--- src/rtl/inst_decode_stage.sv ---
// inst_decode_stage
//
// Decode stage that feeds the 8-entry, 16-bit register file. It accepts a
// 16-bit instruction word over a valid/ready handshake. It registers the
// decoded fields on the rising edge, so the register file can sample the
// selects on the following falling edge.
//
// Optional feature: define DECODE_SCOREBOARD_EN to build the per-register
// busy scoreboard. The scoreboard is set when an instruction that writes rD
// is accepted. It is cleared by the writeback port, or by a flush of the
// held instruction. While a read or write register is still busy, incoming
// instructions stall (RAW/WAW). Without the macro, hazard detection is
// absent and the writeback port is ignored.
//
// Ports
//   I_clk, I_rst         clock (posedge), asynchronous active-high reset
//   I_inst               instruction: [15:12] op, [11:9] rD, [8] flag,
//                        [7:5] rA, [4:2] rB, [7:0] imm8
//   I_inst_valid         upstream word valid
//   o_inst_ready         stage accepts a word this cycle
//   o_dec_valid          decoded output valid
//   I_dec_ready          downstream takes the decoded output
//   I_flush              drop the held decoded instruction
//   I_wb_valid/I_wb_sel  writeback of a register completes this cycle
//   o_selA/B/D           register selects (raw instruction fields)
//   o_aluop, o_flag      opcode and flag passthrough
//   o_imm                decoded immediate
//   o_regwe              instruction writes rD
//   o_illegal            opcode 1110 or 1111
module inst_decode_stage #(
  parameter int DATA_W = 16,
  parameter int SEL_W  = 3
) (
  input  logic              I_clk,
  input  logic              I_rst,
  input  logic [DATA_W-1:0] I_inst,
  input  logic              I_inst_valid,
  output logic              o_inst_ready,
  output logic              o_dec_valid,
  input  logic              I_dec_ready,
  input  logic              I_flush,
  input  logic              I_wb_valid,
  input  logic [SEL_W-1:0]  I_wb_sel,
  output logic [SEL_W-1:0]  o_selA,
  output logic [SEL_W-1:0]  o_selB,
  output logic [SEL_W-1:0]  o_selD,
  output logic [3:0]        o_aluop,
  output logic              o_flag,
  output logic [DATA_W-1:0] o_imm,
  output logic              o_regwe,
  output logic              o_illegal
);

  localparam int NREG = 1 << SEL_W;

  function automatic logic writes_rd(input logic [3:0] op);
    writes_rd = (op <= 4'h6) || ((op >= 4'h8) && (op <= 4'hB));
  endfunction

  function automatic logic is_illegal(input logic [3:0] op);
    is_illegal = (op >= 4'hE);
  endfunction

  function automatic logic [DATA_W-1:0] decode_imm(input logic [DATA_W-1:0] inst);
    logic [7:0] imm8;
    imm8 = inst[7:0];
    case (inst[15:12])
      4'h8:       decode_imm = inst[8] ? {imm8, {(DATA_W-8){1'b0}}}
                                       : {{(DATA_W-8){1'b0}}, imm8};
      4'hC, 4'hD: decode_imm = {{(DATA_W-8){1'b0}}, imm8};
      default:    decode_imm = {{(DATA_W-5){1'b0}}, inst[4:0]};
    endcase
  endfunction

  logic [3:0]       op_in;
  logic [SEL_W-1:0] rd_in;
  logic [SEL_W-1:0] ra_in;
  logic [SEL_W-1:0] rb_in;
  logic             hazard;
  logic             accept;

  logic              vld_p0;
  logic [SEL_W-1:0]  sel_a_p0;
  logic [SEL_W-1:0]  sel_b_p0;
  logic [SEL_W-1:0]  sel_d_p0;
  logic [3:0]        aluop_p0;
  logic              flag_p0;
  logic [DATA_W-1:0] imm_p0;
  logic              regwe_p0;
  logic              illegal_p0;

  assign op_in = I_inst[15:12];
  assign rd_in = I_inst[11:9];
  assign ra_in = I_inst[7:5];
  assign rb_in = I_inst[4:2];

`ifdef DECODE_SCOREBOARD_EN
  function automatic logic reads_ra(input logic [3:0] op);
    reads_ra = (op <= 4'h7) || ((op >= 4'h9) && (op <= 4'hB)) || (op == 4'hD);
  endfunction

  function automatic logic reads_rb(input logic [3:0] op);
    reads_rb = (op <= 4'h4) || (op == 4'h7) || ((op >= 4'h9) && (op <= 4'hB))
               || (op == 4'hD);
  endfunction

  logic [NREG-1:0] busy;
  logic [NREG-1:0] wb_mask;
  logic [NREG-1:0] busy_eff;
  logic [NREG-1:0] set_mask;
  logic [NREG-1:0] drop_mask;

  // A writeback landing this cycle already resolves the hazard.
  always_comb begin
    wb_mask  = I_wb_valid ? (NREG'(1) << I_wb_sel) : '0;
    busy_eff = busy & ~wb_mask;
    hazard   = (reads_ra(op_in)  && busy_eff[ra_in]) ||
               (reads_rb(op_in)  && busy_eff[rb_in]) ||
               (writes_rd(op_in) && busy_eff[rd_in]);
    set_mask = (accept && writes_rd(op_in)) ? (NREG'(1) << rd_in) : '0;
    // A dropped writer never writes back, so its busy bit is released here.
    // An instruction handed off in the flush cycle is not dropped.
    drop_mask = (I_flush && vld_p0 && !I_dec_ready && regwe_p0)
                ? (NREG'(1) << sel_d_p0) : '0;
  end

  // The set mask is applied last, so a new writer wins over a same-cycle clear.
  always_ff @(posedge I_clk or posedge I_rst) begin
    if (I_rst) begin
      busy <= '0;
    end else begin
      busy <= (busy & ~wb_mask & ~drop_mask) | set_mask;
    end
  end
`else
  logic unused_wb;
  assign unused_wb = ^{I_wb_valid, I_wb_sel};
  assign hazard    = 1'b0;
`endif

  // The hazard term uses only the word's fields, never I_inst_valid.
  assign o_inst_ready = !I_flush && !hazard && (!vld_p0 || I_dec_ready);
  assign accept       = I_inst_valid && o_inst_ready;

  // ---- stage p0: decoded fields presented to the register file ----
  always_ff @(posedge I_clk or posedge I_rst) begin
    if (I_rst) begin
      vld_p0     <= 1'b0;
      sel_a_p0   <= '0;
      sel_b_p0   <= '0;
      sel_d_p0   <= '0;
      aluop_p0   <= '0;
      flag_p0    <= 1'b0;
      imm_p0     <= '0;
      regwe_p0   <= 1'b0;
      illegal_p0 <= 1'b0;
    end else if (accept) begin
      vld_p0     <= 1'b1;
      sel_a_p0   <= ra_in;
      sel_b_p0   <= rb_in;
      sel_d_p0   <= rd_in;
      aluop_p0   <= op_in;
      flag_p0    <= I_inst[8];
      imm_p0     <= decode_imm(I_inst);
      regwe_p0   <= writes_rd(op_in);
      illegal_p0 <= is_illegal(op_in);
    end else if (I_flush || I_dec_ready) begin
      vld_p0 <= 1'b0;
    end
  end

  assign o_dec_valid = vld_p0;
  assign o_selA      = sel_a_p0;
  assign o_selB      = sel_b_p0;
  assign o_selD      = sel_d_p0;
  assign o_aluop     = aluop_p0;
  assign o_flag      = flag_p0;
  assign o_imm       = imm_p0;
  assign o_regwe     = regwe_p0;
  assign o_illegal   = illegal_p0;

endmodule
--- config.mk ---
export PLATFORM = sky130hd
export DESIGN_NAME = inst_decode_stage
export DESIGN_NICKNAME = d
export VERILOG_FILES = /design/src/rtl/inst_decode_stage.sv
export SDC_FILE = /design/constraint.sdc
export NUM_CORES = 1
export LEC_CHECK = 0
export BUFFER_PORTS_ARGS = -buffer_cell sky130_fd_sc_hd__buf_2
export CAP_MARGIN = 20
export CORE_ASPECT_RATIO = 0.5
export CORE_MARGIN = 8
export CORE_UTILIZATION = 45
export DETAILED_ROUTE_END_ITERATION = 12
export GPL_TIMING_DRIVEN = 0
export PLACE_DENSITY_LB_ADDON = 0.12
export SETUP_SLACK_MARGIN = 0.3
export SLEW_MARGIN = 0
export SYNTH_ARGS = -nofsm -noshare
export SYNTH_HDL_FRONTEND = slang
export SYNTH_SLANG_ARGS = --single-unit
--- constraint.sdc ---
create_clock -name I_clk -period 1.27 [get_ports I_clk]
set_input_delay 0.1905 -clock I_clk [delete_from_list [all_inputs] [get_ports I_clk]]
set_output_delay 0.1905 -clock I_clk [all_outputs]
set_load 0.02 [all_outputs]
* Yosys cells after proc, flatten, opt, wreduce, memory -nomap -nowiden
Cells that the tools add are included.
Storage, ports and cells: register bits after elaboration 33, input bits 25, output and inout port bits 34, word-level logic and storage cells 30
Cells by class: $lt $le $gt $ge 4, eq/ne operators 3, muxes and demuxes 4, reduce and logical (&&, ||, !) cells 10
Operator list (number):
- 16-bit one-hot mux with 2 select lines | 1
- 16-bit two-way mux | 1
- 4-bit == test, second input constant | 3
- 4-bit >= comparator, second input constant | 2
- 4-bit by 3-bit less-or-equal comparator with 1-bit output, second input constant | 1
- 4-bit less-or-equal comparator, second input constant | 1
- 1-bit logical AND | 3
- 1-bit logical OR | 3
- 1-bit logical NOT | 2
- 1-bit two-way mux | 2
- 2-bit nonzero test | 1
- 2-bit OR reduction | 1

* Logic depth before layout (Yosys ltp)
word-level depth 5, depth in mapped cells 6, gate-level depth less buffers 3

* Least setup slack after synthesis
OpenSTA, ideal clock, no wires.
path type register -> output, start register vld_p0 (netlist: o_dec_valid), end output o_inst_ready, arrival time 1.103 ns, required time 1.080 ns, setup slack -0.023 ns, stages on the path, launching flop included 4, buffers on the path 1, cells stage by stage dfrtp_1 > nand2b_2 > buf_2 > nor2b_1
Between the ends: cells in the longest elaborated chain, start to end 3
Ends and longest elaborated chain:
- start, declared | line 82 | logic vld_p0;
- start signal, assigned | line 148 | vld_p0 <= 1'b0;
- start signal, assigned | line 158 | vld_p0 <= 1'b1;
- start signal, assigned | line 168 | vld_p0 <= 1'b0;
- 1-bit logical NOT | line 142 | assign o_inst_ready = !I_flush && !hazard && (!vld_p0 || I_dec_ready);
- 1-bit logical OR | line 142
- 1-bit logical AND | line 142
- end, declared | line 38 | output logic o_inst_ready,
No other way between the ends.

* Worst setup path in the final report
Ends and elaborated chain as after synthesis.

==> results.md <==
- Outcome: finished, violations left
- Failing checks: negative hold slack, negative setup slack
- Starting density of the core: 46.11%
- DR WL/cell: 17.12 µm
- IO Count: 59
- PD cells: 1263 nW/µm²
- Total power: 2.892 mW
- Synth async-reset ratio: 100.0%
- Yosys warnings: 0
- Gate count after technology mapping: 94
- Seq pwr share: 43.4%
- Switching part of the total: 27.74%
- Met2 WL post-DR: 1.820 mm
- Post-synth top flop: dfrtp_1
- Min Tclk post-route: 1.297 ns
- Fin Hold WS: -0.06739 ns
- Num CTS Buffers: 5
- Clk pwr share: 27.0%
- Max-slew headroom: 57.98%
- Footprint of the multi-input gates: 544.3 µm²
- Final instance area: 2290 µm²
- Final ANT Viol Nets: 0
- Initial antenna violation count: 0
- Clock buffer depth: 2
- Die Y: 54.72 µm
- Vias post-DR: 1099
- Vias per cell: 5.018
- Sequential cell area: 827.0 µm²
- Vias in the first global route: 1223
- Commonest cells after routing, fill and taps aside: buf_6 (37), dfrtp_1 (32), buf_2 (21), buf_4 (21), o2bb2ai_1 (15)
- Worst Skew: 0.001815 ns
- Area after DPL: 1710 µm²
- Met3 wire len: 342 µm
- CTS tree: yes
- Setup Viol. Count Final: 1
- Initial DRT Pass Iterations: 4
- First-pass GRT wire length: 6.030 mm
- Cell variety after synth: 19
- Fmax: 0.7708 GHz
- Seq/Total Area, Yosys: 61.22%
- Port buffer count: 54
- GP Congestion: 0.7130
- Fraction of layout cells with a size suffix above 1: 65.36%
- Highest metal used: met4
- Reg2Reg Depth: 5
- Cell internal pwr: 2.090 mW
- Nets@finish: 204
- Root Driver: clkbuf_8
- # diodes: 0
- Critical R2R Capture: o_selD[0]$_DFFE_PP0P_
- Comb power frac: 29.6%
- H-Tree Depth: 2
- Synthesized area: 1349 µm²
- Die ar.: 5112 µm²
- Number of max-cap violations: 0
- Post-DP HPWL: 2.439 mm
- Tot GR Track Use: 15.66%
- Post-synth EDFFs: 0
- Site Rows: 14
- R2R Setup Slk: 0 ns
- Area of the core: 2925 µm²
- Worst-Skew Late Latency: 0.28 ns
- Crit end category: primary output
- NetSw: 0.8024 mW
- Final worst-path cycle share: 102.2%
- Worst EP arrival: 1.11 ns
- RSZ-0062 raised after global routing: yes
- Leak pwr: 1.146 nW
- RR Startpoint: o_dec_valid$_DFFE_PP0P_
- Syn avg cell area: 14.35 µm²
- DRT met1 WL: 1.579 mm
- Most common cell after layout, fill and taps aside: buf_6
- Worst-Margin Slew: 0.6237 ns
- Final Max Tran Viols: 0
- DR DRC count: 0
- Setup CP Type: flip-flop to primary output
- Largest net degree at the start of global routing: 24
- Kind of start point of the critical path: flip-flop
- Die width: 93.43 µm
- Pre-CTS setup slack: 0.006164 ns
- GRT overflow: 0
- Synthesized flop and latch total: 33
- Final Hold Fails: 10
- Worst path required time: 1.08 ns
- Maximum VDD drop: 896.3 µV
- Setup WS post-layout: -0.02743 ns
- CP Max Fanout: 2
- Layout fillers: 167
- Clock-pin slew on the worst setup and hold paths: 0.06 ns
- P&R area growth vs syn: 69.76%
- Hold Crit Class: input port to asynchronous set/reset pin
- DRT iter0 DRCs: 42
- TritonCTS Sinks: 33
- WL final: 3.750 mm
- Setup_tns: -0.02743 ns
- Syn_nets: 119
state kept, by name, summed over array words and instances, names as in the netlist:
name         flops
o_dec_valid      1
o_aluop          4
o_regwe          1
o_selA           3
o_illegal        1
o_selD           3
o_flag           1
o_selB           3
o_imm           16
layer usage:
layer  vias up  track usage, %
li1        514               -
met1       546           17.60
met2        37           26.68
met3         2           7.387
met4         0           4.749
met5         -               0
cell type report:
class	instances	share of cell area, %
Buffer	5	3.005
Clock buffer	7	3.770
Inverter	2	0.3279
Multi-Input combinational cell	54	23.77
Sequential cell	33	36.12
Tap cell	40	2.186
Timing Repair Buffer	78	30.82
worst max-delay path by stage:
| stage | from | endpoint | slack [ns] | cells past startpoint |
|---|---|---|---|---|
| 3_5_place_dp | I_inst_valid | o_selD[0]$_DFFE_PP0P_ | 0.006 | 6 |
| 5_1_grt | o_dec_valid$_DFFE_PP0P_ | o_inst_ready | -0.08 | 4 |
| 4_1_cts | o_dec_valid$_DFFE_PP0P_ | o_inst_ready | -0.03 | 4 |
| 6_report | o_dec_valid$_DFFE_PP0P_ | o_inst_ready | -0.03 | 4 |
| 3_3_place_gp | I_rst | o_dec_valid$_DFFE_PP0P_ | -0.19 | 2 |
| 2_1_floorplan | o_dec_valid$_DFFE_PP0P_ | o_aluop[0]$_DFFE_PP0P_ | 0.12 | 4 |
cell usage after synthesis, types with 2 or more instances:
cell / count / area [µm²]
mux2_4: 7 / 105.1
a21bo_2: 6 / 60.06
dfrtp_1: 33 / 825.8
nor2b_1: 2 / 12.51
o2bb2ai_1: 16 / 140.1
nand3_1: 9 / 45.04
mux2_2: 3 / 33.78
inv_1: 2 / 7.510
buf_2: 2 / 10.01
buf_6: 3 / 33.78
and3_1: 2 / 12.51
nor2_1: 2 / 7.510
through the flow:
step           util (%)  std cells  hold slack (ns)
6_report          78.27        219         -0.06739
5_1_grt           78.27        219         -0.02960
4_1_cts           75.75        212         -0.05610
3_5_place_dp      58.47        189           0.2449
3_3_place_gp      57.53        188           0.4234
2_1_floorplan         -         94           0.2500
kinds of logic (layout without fill, tap and decap cells):
kind of cell / after synthesis / count (layout) / synth area share [%]
compound gates: 25 / 25 / 16.14
buf+inv: 7 / 92 / 3.803
flops: 33 / 33 / 61.22
mux: 10 / 10 / 10.30
simple gates: 19 / 19 / 8.534
power groups by stage:
stage                     clock (mW)  combinational [mW]  sequential (mW)
after floorplan                    0               0.209             1.39
after global placement             0               0.559             1.24
after detailed placement           0               0.575             1.25
after CTS                      0.801               0.823             1.25
after global routing           0.863               0.905             1.27
final                          0.781               0.857             1.25
critical path, stage by stage, from the launching register on:
cell      delay, ns
dfrtp_2        0.42
nand2b_4       0.08
buf_6          0.09
nor2b_4        0.12
buf_6          0.12
what timing repair did:
| action | CTS | global route |
|---|---|---|
| hold endpoints to repair | 10 | 10 |
| buffers inserted | 15 | 7 |
| gates cloned | 1 | 0 |
| gates resized for setup | 81 | 3 |
| endpoints found under the setup margin | 66 | 67 |
(Power assumes the default switching activity.)
